`src/rtl/jtag_pkg.sv`:
```
// jtag_pkg: shared types and helpers for the parametrised JTAG TAP.
//  - tap_state_e : 4-bit encoding of the 16 TAP controller states
//  - instr_e     : decoded instruction class
//  - OPC_*       : base opcode values; the top sizes them to IR_WIDTH
//  - user_opcode : USERk opcode for a given IR width (MSB set, k in the low bits)
//  - tap_next    : TAP next-state function (tms sampled on posedge tck)
package jtag_pkg;

  typedef enum logic [3:0] {
    TAP_EXIT2_DR = 4'h0,
    TAP_EXIT1_DR = 4'h1,
    TAP_SHIFT_DR = 4'h2,
    TAP_PAUSE_DR = 4'h3,
    TAP_SEL_IR   = 4'h4,
    TAP_UPD_DR   = 4'h5,
    TAP_CAP_DR   = 4'h6,
    TAP_SEL_DR   = 4'h7,
    TAP_EXIT2_IR = 4'h8,
    TAP_EXIT1_IR = 4'h9,
    TAP_SHIFT_IR = 4'hA,
    TAP_PAUSE_IR = 4'hB,
    TAP_RTI      = 4'hC,
    TAP_UPD_IR   = 4'hD,
    TAP_CAP_IR   = 4'hE,
    TAP_TLR      = 4'hF
  } tap_state_e;

  typedef enum logic [2:0] {
    INS_EXTEST,
    INS_IDCODE,
    INS_SAMPLE,
    INS_BYPASS,
    INS_USER
  } instr_e;

  localparam int OPC_EXTEST = 0;
  localparam int OPC_IDCODE = 1;
  localparam int OPC_SAMPLE = 2;

  function automatic logic [31:0] user_opcode(input int k, input int ir_w);
    return (32'd1 << (ir_w - 1)) | 32'(k);
  endfunction

  function automatic tap_state_e tap_next(input tap_state_e s, input logic tms);
    tap_state_e n;
    case (s)
      TAP_TLR:      n = tms ? TAP_TLR      : TAP_RTI;
      TAP_RTI:      n = tms ? TAP_SEL_DR   : TAP_RTI;
      TAP_SEL_DR:   n = tms ? TAP_SEL_IR   : TAP_CAP_DR;
      TAP_CAP_DR:   n = tms ? TAP_EXIT1_DR : TAP_SHIFT_DR;
      TAP_SHIFT_DR: n = tms ? TAP_EXIT1_DR : TAP_SHIFT_DR;
      TAP_EXIT1_DR: n = tms ? TAP_UPD_DR   : TAP_PAUSE_DR;
      TAP_PAUSE_DR: n = tms ? TAP_EXIT2_DR : TAP_PAUSE_DR;
      TAP_EXIT2_DR: n = tms ? TAP_UPD_DR   : TAP_SHIFT_DR;
      TAP_UPD_DR:   n = tms ? TAP_SEL_DR   : TAP_RTI;
      TAP_SEL_IR:   n = tms ? TAP_TLR      : TAP_CAP_IR;
      TAP_CAP_IR:   n = tms ? TAP_EXIT1_IR : TAP_SHIFT_IR;
      TAP_SHIFT_IR: n = tms ? TAP_EXIT1_IR : TAP_SHIFT_IR;
      TAP_EXIT1_IR: n = tms ? TAP_UPD_IR   : TAP_PAUSE_IR;
      TAP_PAUSE_IR: n = tms ? TAP_EXIT2_IR : TAP_PAUSE_IR;
      TAP_EXIT2_IR: n = tms ? TAP_UPD_IR   : TAP_SHIFT_IR;
      TAP_UPD_IR:   n = tms ? TAP_SEL_DR   : TAP_RTI;
      default:      n = TAP_TLR;
    endcase
    return n;
  endfunction

endpackage

```
`src/rtl/jtag_tap_fsm.sv`:
```
// jtag_tap_fsm: 16-state IEEE 1149.1 TAP controller.
// Ports:
//   tck_i, trst_ni  test clock, async active-low reset (-> Test-Logic-Reset)
//   tms_i           mode select, sampled on posedge tck
//   state_o         current state
//   tlr_o           in Test-Logic-Reset
//   capture/shift/update_{ir,dr}_o  one-hot strobes, high while in that state;
//                   the datapath acts on the posedge that leaves the state.
//
// state     | meaning
// TLR       | test logic reset, IR forced to IDCODE
// RTI       | run-test/idle
// SEL_DR/IR | scan selection
// CAP_DR/IR | parallel load of the shift register
// SHIFT_*   | serial shift tdi -> tdo
// EXIT1/2_* | leave shift / pause
// PAUSE_*   | hold shift register
// UPD_DR/IR | latch shift register into update stage
module jtag_tap_fsm
  import jtag_pkg::*;
(
  input  logic       tck_i,
  input  logic       trst_ni,
  input  logic       tms_i,
  output tap_state_e state_o,
  output logic       tlr_o,
  output logic       capture_ir_o,
  output logic       shift_ir_o,
  output logic       update_ir_o,
  output logic       capture_dr_o,
  output logic       shift_dr_o,
  output logic       update_dr_o
);

  tap_state_e state_q, state_d;

  always_ff @(posedge tck_i or negedge trst_ni) begin
    if (!trst_ni) state_q <= TAP_TLR;
    else          state_q <= state_d;
  end

  always_comb begin
    state_d      = tap_next(state_q, tms_i);
    tlr_o        = 1'b0;
    capture_ir_o = 1'b0;
    shift_ir_o   = 1'b0;
    update_ir_o  = 1'b0;
    capture_dr_o = 1'b0;
    shift_dr_o   = 1'b0;
    update_dr_o  = 1'b0;
    case (state_q)
      TAP_TLR:      tlr_o        = 1'b1;
      TAP_CAP_IR:   capture_ir_o = 1'b1;
      TAP_SHIFT_IR: shift_ir_o   = 1'b1;
      TAP_UPD_IR:   update_ir_o  = 1'b1;
      TAP_CAP_DR:   capture_dr_o = 1'b1;
      TAP_SHIFT_DR: shift_dr_o   = 1'b1;
      TAP_UPD_DR:   update_dr_o  = 1'b1;
      default: ;
    endcase
  end

  assign state_o = state_q;

endmodule

```
`src/rtl/jtag_tap_param.sv`:
```
// jtag_tap_param: parametrised JTAG TAP with BYPASS, IDCODE, boundary-scan
// (SAMPLE/PRELOAD, EXTEST) and optional user DR channels.
// Optional feature macro: JTAG_USER_DR_EN (user DRs, USERk opcodes, user_* ports).
// Ports:
//   tck, trst (async active-low), tms, tdi   pad-side JTAG inputs
//   tdo, tdo_oe                              serial out, registered on negedge tck
//   tap_state                                current TAP state (debug)
//   bsr_in / bsr_out                         boundary-scan capture / update latches
//   extest_mode                              EXTEST is the active instruction
//   user_in / user_out / user_upd            user DR capture, update latches, update pulse
module jtag_tap_param
  import jtag_pkg::*;
#(
  parameter int          IR_WIDTH   = 4,
  parameter int          BSR_LEN    = 8,
  parameter logic [31:0] IDCODE_VAL = 32'h2B5A_C001,
  parameter int          NUM_USER   = 2,
  parameter int          USER_W     = 8
) (
  input  logic                         tck,
  input  logic                         trst,
  input  logic                         tms,
  input  logic                         tdi,
  output logic                         tdo,
  output logic                         tdo_oe,
  output logic [3:0]                   tap_state,
  input  logic [BSR_LEN-1:0]           bsr_in,
  output logic [BSR_LEN-1:0]           bsr_out,
  output logic                         extest_mode,
  input  logic [NUM_USER*USER_W-1:0]   user_in,
  output logic [NUM_USER*USER_W-1:0]   user_out,
  output logic [NUM_USER-1:0]          user_upd
);

  localparam logic [IR_WIDTH-1:0] OP_EXTEST = IR_WIDTH'(OPC_EXTEST);
  localparam logic [IR_WIDTH-1:0] OP_IDCODE = IR_WIDTH'(OPC_IDCODE);
  localparam logic [IR_WIDTH-1:0] OP_SAMPLE = IR_WIDTH'(OPC_SAMPLE);

  tap_state_e state;
  logic tlr, capture_ir, shift_ir, update_ir, capture_dr, shift_dr, update_dr;

  jtag_tap_fsm u_fsm (
    .tck_i        (tck),
    .trst_ni      (trst),
    .tms_i        (tms),
    .state_o      (state),
    .tlr_o        (tlr),
    .capture_ir_o (capture_ir),
    .shift_ir_o   (shift_ir),
    .update_ir_o  (update_ir),
    .capture_dr_o (capture_dr),
    .shift_dr_o   (shift_dr),
    .update_dr_o  (update_dr)
  );

  assign tap_state = state;

  // Instruction register: shift stage plus active IR.
  logic [IR_WIDTH-1:0] ir_sh_q, ir_sh_d, ir_q, ir_d;
  instr_e              instr;
  logic                user_hit;
  logic                user_tdo;

  always_comb begin
    ir_sh_d = ir_sh_q;
    if (capture_ir)    ir_sh_d = IR_WIDTH'(1);
    else if (shift_ir) ir_sh_d = {tdi, ir_sh_q[IR_WIDTH-1:1]};
    ir_d = ir_q;
    if (tlr)            ir_d = OP_IDCODE;
    else if (update_ir) ir_d = ir_sh_q;
  end

  always_ff @(posedge tck or negedge trst) begin
    if (!trst) begin
      ir_sh_q <= IR_WIDTH'(1);
      ir_q    <= OP_IDCODE;
    end else begin
      ir_sh_q <= ir_sh_d;
      ir_q    <= ir_d;
    end
  end

  // Anything that is not a listed opcode (or an enabled USERk) is BYPASS.
  always_comb begin
    instr = INS_BYPASS;
    if (ir_q == OP_EXTEST)      instr = INS_EXTEST;
    else if (ir_q == OP_IDCODE) instr = INS_IDCODE;
    else if (ir_q == OP_SAMPLE) instr = INS_SAMPLE;
    else if (user_hit)          instr = INS_USER;
  end

  assign extest_mode = (instr == INS_EXTEST);

  // Fixed data registers.
  logic               bypass_q, bypass_d;
  logic [31:0]        idcode_q, idcode_d;
  logic [BSR_LEN-1:0] bsr_sh_q, bsr_sh_d, bsr_out_q, bsr_out_d;
  logic               bsr_sel;

  assign bsr_sel = (instr == INS_SAMPLE) || (instr == INS_EXTEST);

  always_comb begin
    bypass_d  = bypass_q;
    idcode_d  = idcode_q;
    bsr_sh_d  = bsr_sh_q;
    bsr_out_d = bsr_out_q;
    if (capture_dr) begin
      if (instr == INS_BYPASS) bypass_d = 1'b0;
      if (instr == INS_IDCODE) idcode_d = IDCODE_VAL;
      if (bsr_sel)             bsr_sh_d = bsr_in;
    end else if (shift_dr) begin
      if (instr == INS_BYPASS) bypass_d = tdi;
      if (instr == INS_IDCODE) idcode_d = {tdi, idcode_q[31:1]};
      if (bsr_sel)             bsr_sh_d = {tdi, bsr_sh_q[BSR_LEN-1:1]};
    end
    if (update_dr && bsr_sel) bsr_out_d = bsr_sh_q;
  end

  always_ff @(posedge tck or negedge trst) begin
    if (!trst) begin
      bypass_q  <= 1'b0;
      idcode_q  <= IDCODE_VAL;
      bsr_sh_q  <= '0;
      bsr_out_q <= '0;
    end else begin
      bypass_q  <= bypass_d;
      idcode_q  <= idcode_d;
      bsr_sh_q  <= bsr_sh_d;
      bsr_out_q <= bsr_out_d;
    end
  end

  assign bsr_out = bsr_out_q;

`ifdef JTAG_USER_DR_EN
  logic [NUM_USER-1:0]             user_sel;
  logic [NUM_USER-1:0][USER_W-1:0] user_sh_q, user_sh_d, user_out_q, user_out_d;
  logic [NUM_USER-1:0]             user_upd_q, user_upd_d;

  always_comb begin
    user_sel = '0;
    for (int k = 0; k < NUM_USER; k++) begin
      if (ir_q == IR_WIDTH'(user_opcode(k, IR_WIDTH))) user_sel[k] = 1'b1;
    end
  end

  assign user_hit = |user_sel;

  // The update pulse is registered so it lines up with the new user_out value.
  always_comb begin
    user_sh_d  = user_sh_q;
    user_out_d = user_out_q;
    user_upd_d = '0;
    user_tdo   = 1'b0;
    for (int k = 0; k < NUM_USER; k++) begin
      if (user_sel[k]) begin
        user_tdo = user_sh_q[k][0];
        if (capture_dr)    user_sh_d[k] = user_in[k*USER_W +: USER_W];
        else if (shift_dr) user_sh_d[k] = {tdi, user_sh_q[k][USER_W-1:1]};
        if (update_dr) begin
          user_out_d[k] = user_sh_q[k];
          user_upd_d[k] = 1'b1;
        end
      end
    end
  end

  always_ff @(posedge tck or negedge trst) begin
    if (!trst) begin
      user_sh_q  <= '0;
      user_out_q <= '0;
      user_upd_q <= '0;
    end else begin
      user_sh_q  <= user_sh_d;
      user_out_q <= user_out_d;
      user_upd_q <= user_upd_d;
    end
  end

  assign user_out = user_out_q;
  assign user_upd = user_upd_q;
`else
  logic unused_user_in;
  assign unused_user_in = ^user_in;
  assign user_hit = 1'b0;
  assign user_tdo = 1'b0;
  assign user_out = '0;
  assign user_upd = '0;
`endif

  logic dr_tdo;
  always_comb begin
    case (instr)
      INS_IDCODE:             dr_tdo = idcode_q[0];
      INS_SAMPLE, INS_EXTEST: dr_tdo = bsr_sh_q[0];
      INS_USER:               dr_tdo = user_tdo;
      default:                dr_tdo = bypass_q;
    endcase
  end

  // Negedge launch from the posedge state: a bit shifted at posedge n is on tdo at negedge n.
  logic tdo_q, tdo_oe_q;
  always_ff @(negedge tck or negedge trst) begin
    if (!trst) begin
      tdo_q    <= 1'b0;
      tdo_oe_q <= 1'b0;
    end else begin
      tdo_oe_q <= shift_ir | shift_dr;
      tdo_q    <= shift_ir ? ir_sh_q[0] : (shift_dr ? dr_tdo : 1'b0);
    end
  end

  assign tdo    = tdo_q;
  assign tdo_oe = tdo_oe_q;

endmodule

```
`config.mk`:
```
export PLATFORM = sky130hd
export DESIGN_NAME = jtag_tap_param
export DESIGN_NICKNAME = d
export VERILOG_FILES = /design/src/rtl/jtag_pkg.sv /design/src/rtl/jtag_tap_fsm.sv /design/src/rtl/jtag_tap_param.sv
export SDC_FILE = /design/constraint.sdc
export NUM_CORES = 1
export LEC_CHECK = 0
export CAP_MARGIN = 20
export CORE_MARGIN = 2
export CORE_UTILIZATION = 35
export CTS_CLUSTER_DIAMETER = 120
export CTS_CLUSTER_SIZE = 28
export DETAILED_ROUTE_END_ITERATION = 10
export PLACE_DENSITY_LB_ADDON = 0.15
export SLEW_MARGIN = 20
export SYNTH_ARGS = -nofsm -noshare
export SYNTH_HDL_FRONTEND = slang
export SYNTH_HIERARCHICAL = 1
export SYNTH_SLANG_ARGS = --single-unit
```
`constraint.sdc`:
```
create_clock -name tck -period 3.8 [get_ports tck]
set_input_delay 0.76 -clock tck [delete_from_list [all_inputs] [get_ports tck]]
set_output_delay 0.76 -clock tck [all_outputs]
set_load 0.005 [all_outputs]
```
==> Implementation_results.wiki <==
{| class="wikitable"
! Metric !! Value
|-
| Worst path required time || a little over 3 ns
|-
| Clock insertion delay at the later pin of the skew report || roughly 0.33 ns
|-
| CTS Buf Count || 9
|-
| Delay contributed by the slowest stage of the critical path || between 0.3 and 0.4 ns
|-
| Switching power share of the total || 0.300
|-
| Setup Crit Path Kind || register to output port
|-
| Bufs on Longest Clock Path || 2
|-
| Synth Instances || between 200 and 300
|-
| CP Capture Type || output port
|-
| Fillers || around 850
|-
| Met2 routed wirelength || 2.33 mm
|-
| Outcome || completed
|-
| Critical-path top delay cell || dfrtn_1
|-
| P_leak || around 1.8 nW
|-
| Seq cells post-synth || 63
|-
| Uppermost signal routing layer after detailed routing || met4
|-
| Share of the synthesized area in the top cell type || 0.352
|-
| Global-route wire length before repair || ~8.9 mm
|-
| Number of violations of the max-capacitance limit || 0
|-
| Placement Rows || 34
|-
| Post-Route Skew || 0.0105 ns
|-
| CTS root buf || clkbuf_8
|-
| I/O pin cnt || 61
|-
| Critical path launch point type || register
|-
| Core Region || ~8700 sq um
|-
| DRT antenna net count || 0
|-
| Unrepaired setup endpoints after global routing || false
|-
| Detailed-route via count || 1,818
|-
| Area of the mapped netlist || 3130 sq um
|-
| CTS tree || done
|-
| Number of sinks on the clock net || 63
|-
| Final Net Count || 312
|-
| Sequential cell area fraction in the yosys report || 0.511
|-
| Leading register cell type out of synthesis || dfrtp_1
|-
| Clock input transition at the sequential cells of the worst setup and hold paths || approximately 0.07 ns
|-
| Cell Chain, Critical Path || dlygate4sd2_1
|-
| Iteration count of the initial detailed-routing pass || 4
|-
| Synth async-reset ratio || 1.00
|-
| Number of enable flip-flop cells after synthesis || 0
|-
| Die W || roughly 100 um
|-
| Number of buffers inserted to repair setup after CTS || 0
|-
| Top fanout value on the critical path || 1
|-
| Power density of the placed cells || 727 nW/um^2
|-
| Routed wire length || a little over 5 mm
|-
| Maximum vdd drop || around 0.00034 V
|-
| Final HPWL from detailed placement || approximately 3.3 mm
|-
| Input/output buffers || 26
|-
| Length of routed met3 wiring || just under 200 um
|-
| Die Y-Extent || between 90 and 100 um
|-
| Initial cell density of the core || 0.360
|-
| Cell taking the most area after synthesis || dfrtp_1
|-
| Hold violation total from the final report || 0
|-
| Most common cell in the netlist || dfrtp_1
|-
| Number of library cell types mapped by synthesis || 38
|-
| Antenna violations before repair || 0
|-
| Fraction of final layout cells with drive strength greater than 1 || 0.329
|-
| Routed metal-1 wirelength || between 2 and 3 mm
|-
| P&R area growth vs syn || 17.0%
|-
| Detail-routed via count per cell || 4.58
|-
| Largest net degree at the start of global routing || between 40 and 50
|-
| Core Util, Final || 0.421
|-
| Switching power of the nets || between 0.7 and 0.8 mW
|-
| Via count of the first global-routing pass || approximately 1,800
|-
| CP Buf/Inv Count || 1
|-
| Count of hold-fix buffers inserted at cts || 0
|-
| Yosys warnings || 6
|-
| Sequential Power Share || 0.423
|-
| Data arrival at the endpoint of the critical path || 2.82 ns
|-
| Internal power || 1.86 mW
|-
| Setup violations, final || 0
|-
| Leading cell types by total area after synthesis || dfrtp_1 35%, dfstp_2 14%, mux2_2 9.4%, mux2_4 9.1%, mux2i_1 5.4%
|-
| Power share of the clock group || 0.252
|-
| Detailed-route wire length per cell || about 13 um
|-
| Congestion Overflow GR || 0
|-
| Class of the most critical hold timing path || register to register
|-
| DRC violation count after routing || 0
|-
| Initial DRC Count || 40
|-
| Number of H-tree levels || 3
|-
| Power share of the combinational group || 0.325
|-
| Worst-Margin Slew || between 0.6 and 0.7 ns
|-
| Total Neg Setup Slack || 0 ns
|-
| Die Area || between 9000 and 10,000 sq um
|-
| Cell types with the highest counts after synthesis || 44 x dfrtp_1, 28 x nor2_1, 26 x mux2_2, 19 x buf_4, 19 x mux2_4
|-
| Gate family responsible for the most delay along the worst path || flip-flops
|-
| Ant. Diodes || 0
|-
| Worst slew margin || 0.573
|-
| Synth Area per Inst || between 10 and 15 sq um
|-
| Max-slew violation total from the final report || 0
|-
| Final Wtd Congestion || approximately 0.73
|-
| GRT Overall Usage || 0.115
|}
## cell type report
cell class / count / area [sq um] / share of cell area
Clock inverter: 3 / 65.1 / 0.0178
Timing Repair Buffer: 32 / 298 / 0.0814
Sequential cell: 63 / 1600 / 0.437
Multi-Input combinational cell: 160 / 1330 / 0.362
Clock buffer: 13 / 169 / 0.0462
Inverter: 18 / 67.6 / 0.0185
Tap cell: 108 / 135 / 0.0369
## worst paths after layout
path / start / endpoint / slack [ns] / depth (start not counted)
min reg2reg: idcode_q[20] / idcode_q[20] / 0.47 / 2
max: tdo_oe / tdo_oe / 0.22 / 1
max reg2reg: u_fsm/state_o[1] / tdo / 0.29 / 5
max in group asynchronous: trst / tdo_oe / 1.63 / 1
min in group asynchronous: trst / idcode_q[28] / 0.49 / 2
min: idcode_q[20] / idcode_q[20] / 0.47 / 2
## flip-flops by register name, indices dropped and copies added (netlist names)
register       cells
u_fsm/state_o      4
idcode_q          32
tdo_oe             1
tdo                1
bypass_q           1
ir_q               4
bsr_sh_q           8
bsr_out            8
ir_sh_q            4
## per-layer routing
layer,track usage,up-vias
li1,-,872
met1,0.159,906
met2,0.171,35
met3,0.0397,5
met4,0.0379,0
met5,0,-
## repair_timing
item | in CTS | in global routing
setup endpoints to repair | 2 | 1
pin swaps | 0 | 0
gates resized for setup | 2 | 1
## logic make-up (layout without fill, tap and decap cells)
logic type             Yosys count  after routing  synth area share
AOI/OAI and AO/OA               18             18            0.0420
buffers and inverters           50             66            0.0909
DFF                             63             63             0.511
muxes                           62             62             0.239
other                            1             18           0.00120
and+or+nand+nor                 62             62             0.115
## power groups by stage
stage | Clock (mW) | Combinational (mW) | Sequential (mW)
2_1_floorplan | 0 | 0.698 | 1.05
3_3_place_gp | 0 | 0.872 | 1.13
3_5_place_dp | 0 | 0.879 | 1.13
4_1_cts | 0.694 | 0.879 | 1.13
5_1_grt | 0.723 | 0.960 | 1.16
6_report | 0.669 | 0.865 | 1.13
## through the flow
stage          instances  hold WS (ns)  setup WS (ns)  cell area (sq um)  total power [mW]
6_report             397         0.473          0.216               3660              2.66
5_1_grt              397         0.498          0.120               3660              2.85
4_1_cts              397         0.478          0.186               3650              2.70
3_5_place_dp         381         0.461          0.216               3420              2.01
3_3_place_gp         381         0.459          0.219               3420              2.00
2_1_floorplan        273         0.448          0.180               3190              1.75
## layout by cell type (no fill, tap or decap), types with 3 or more instances in the layout
master / instances
a211o_1: 4
buf_4: 6
clkbuf_8: 12
clkdlybuf4s50_1: 23
conb_1: 18
dfrtp_1: 44
dfstp_2: 17
inv_1: 18
mux2_2: 26
mux2_4: 19
mux2i_1: 17
nand2_1: 3
nor2_1: 28
nor2b_1: 17
o21ai_0: 3
## tightest hold or removal path, cell delays in order (launching register included)
cell and delay, ns:
dfstp_2 0.37, inv_1 0.04, mux2i_1 0.06
Power figures use the tool's default switching activity.
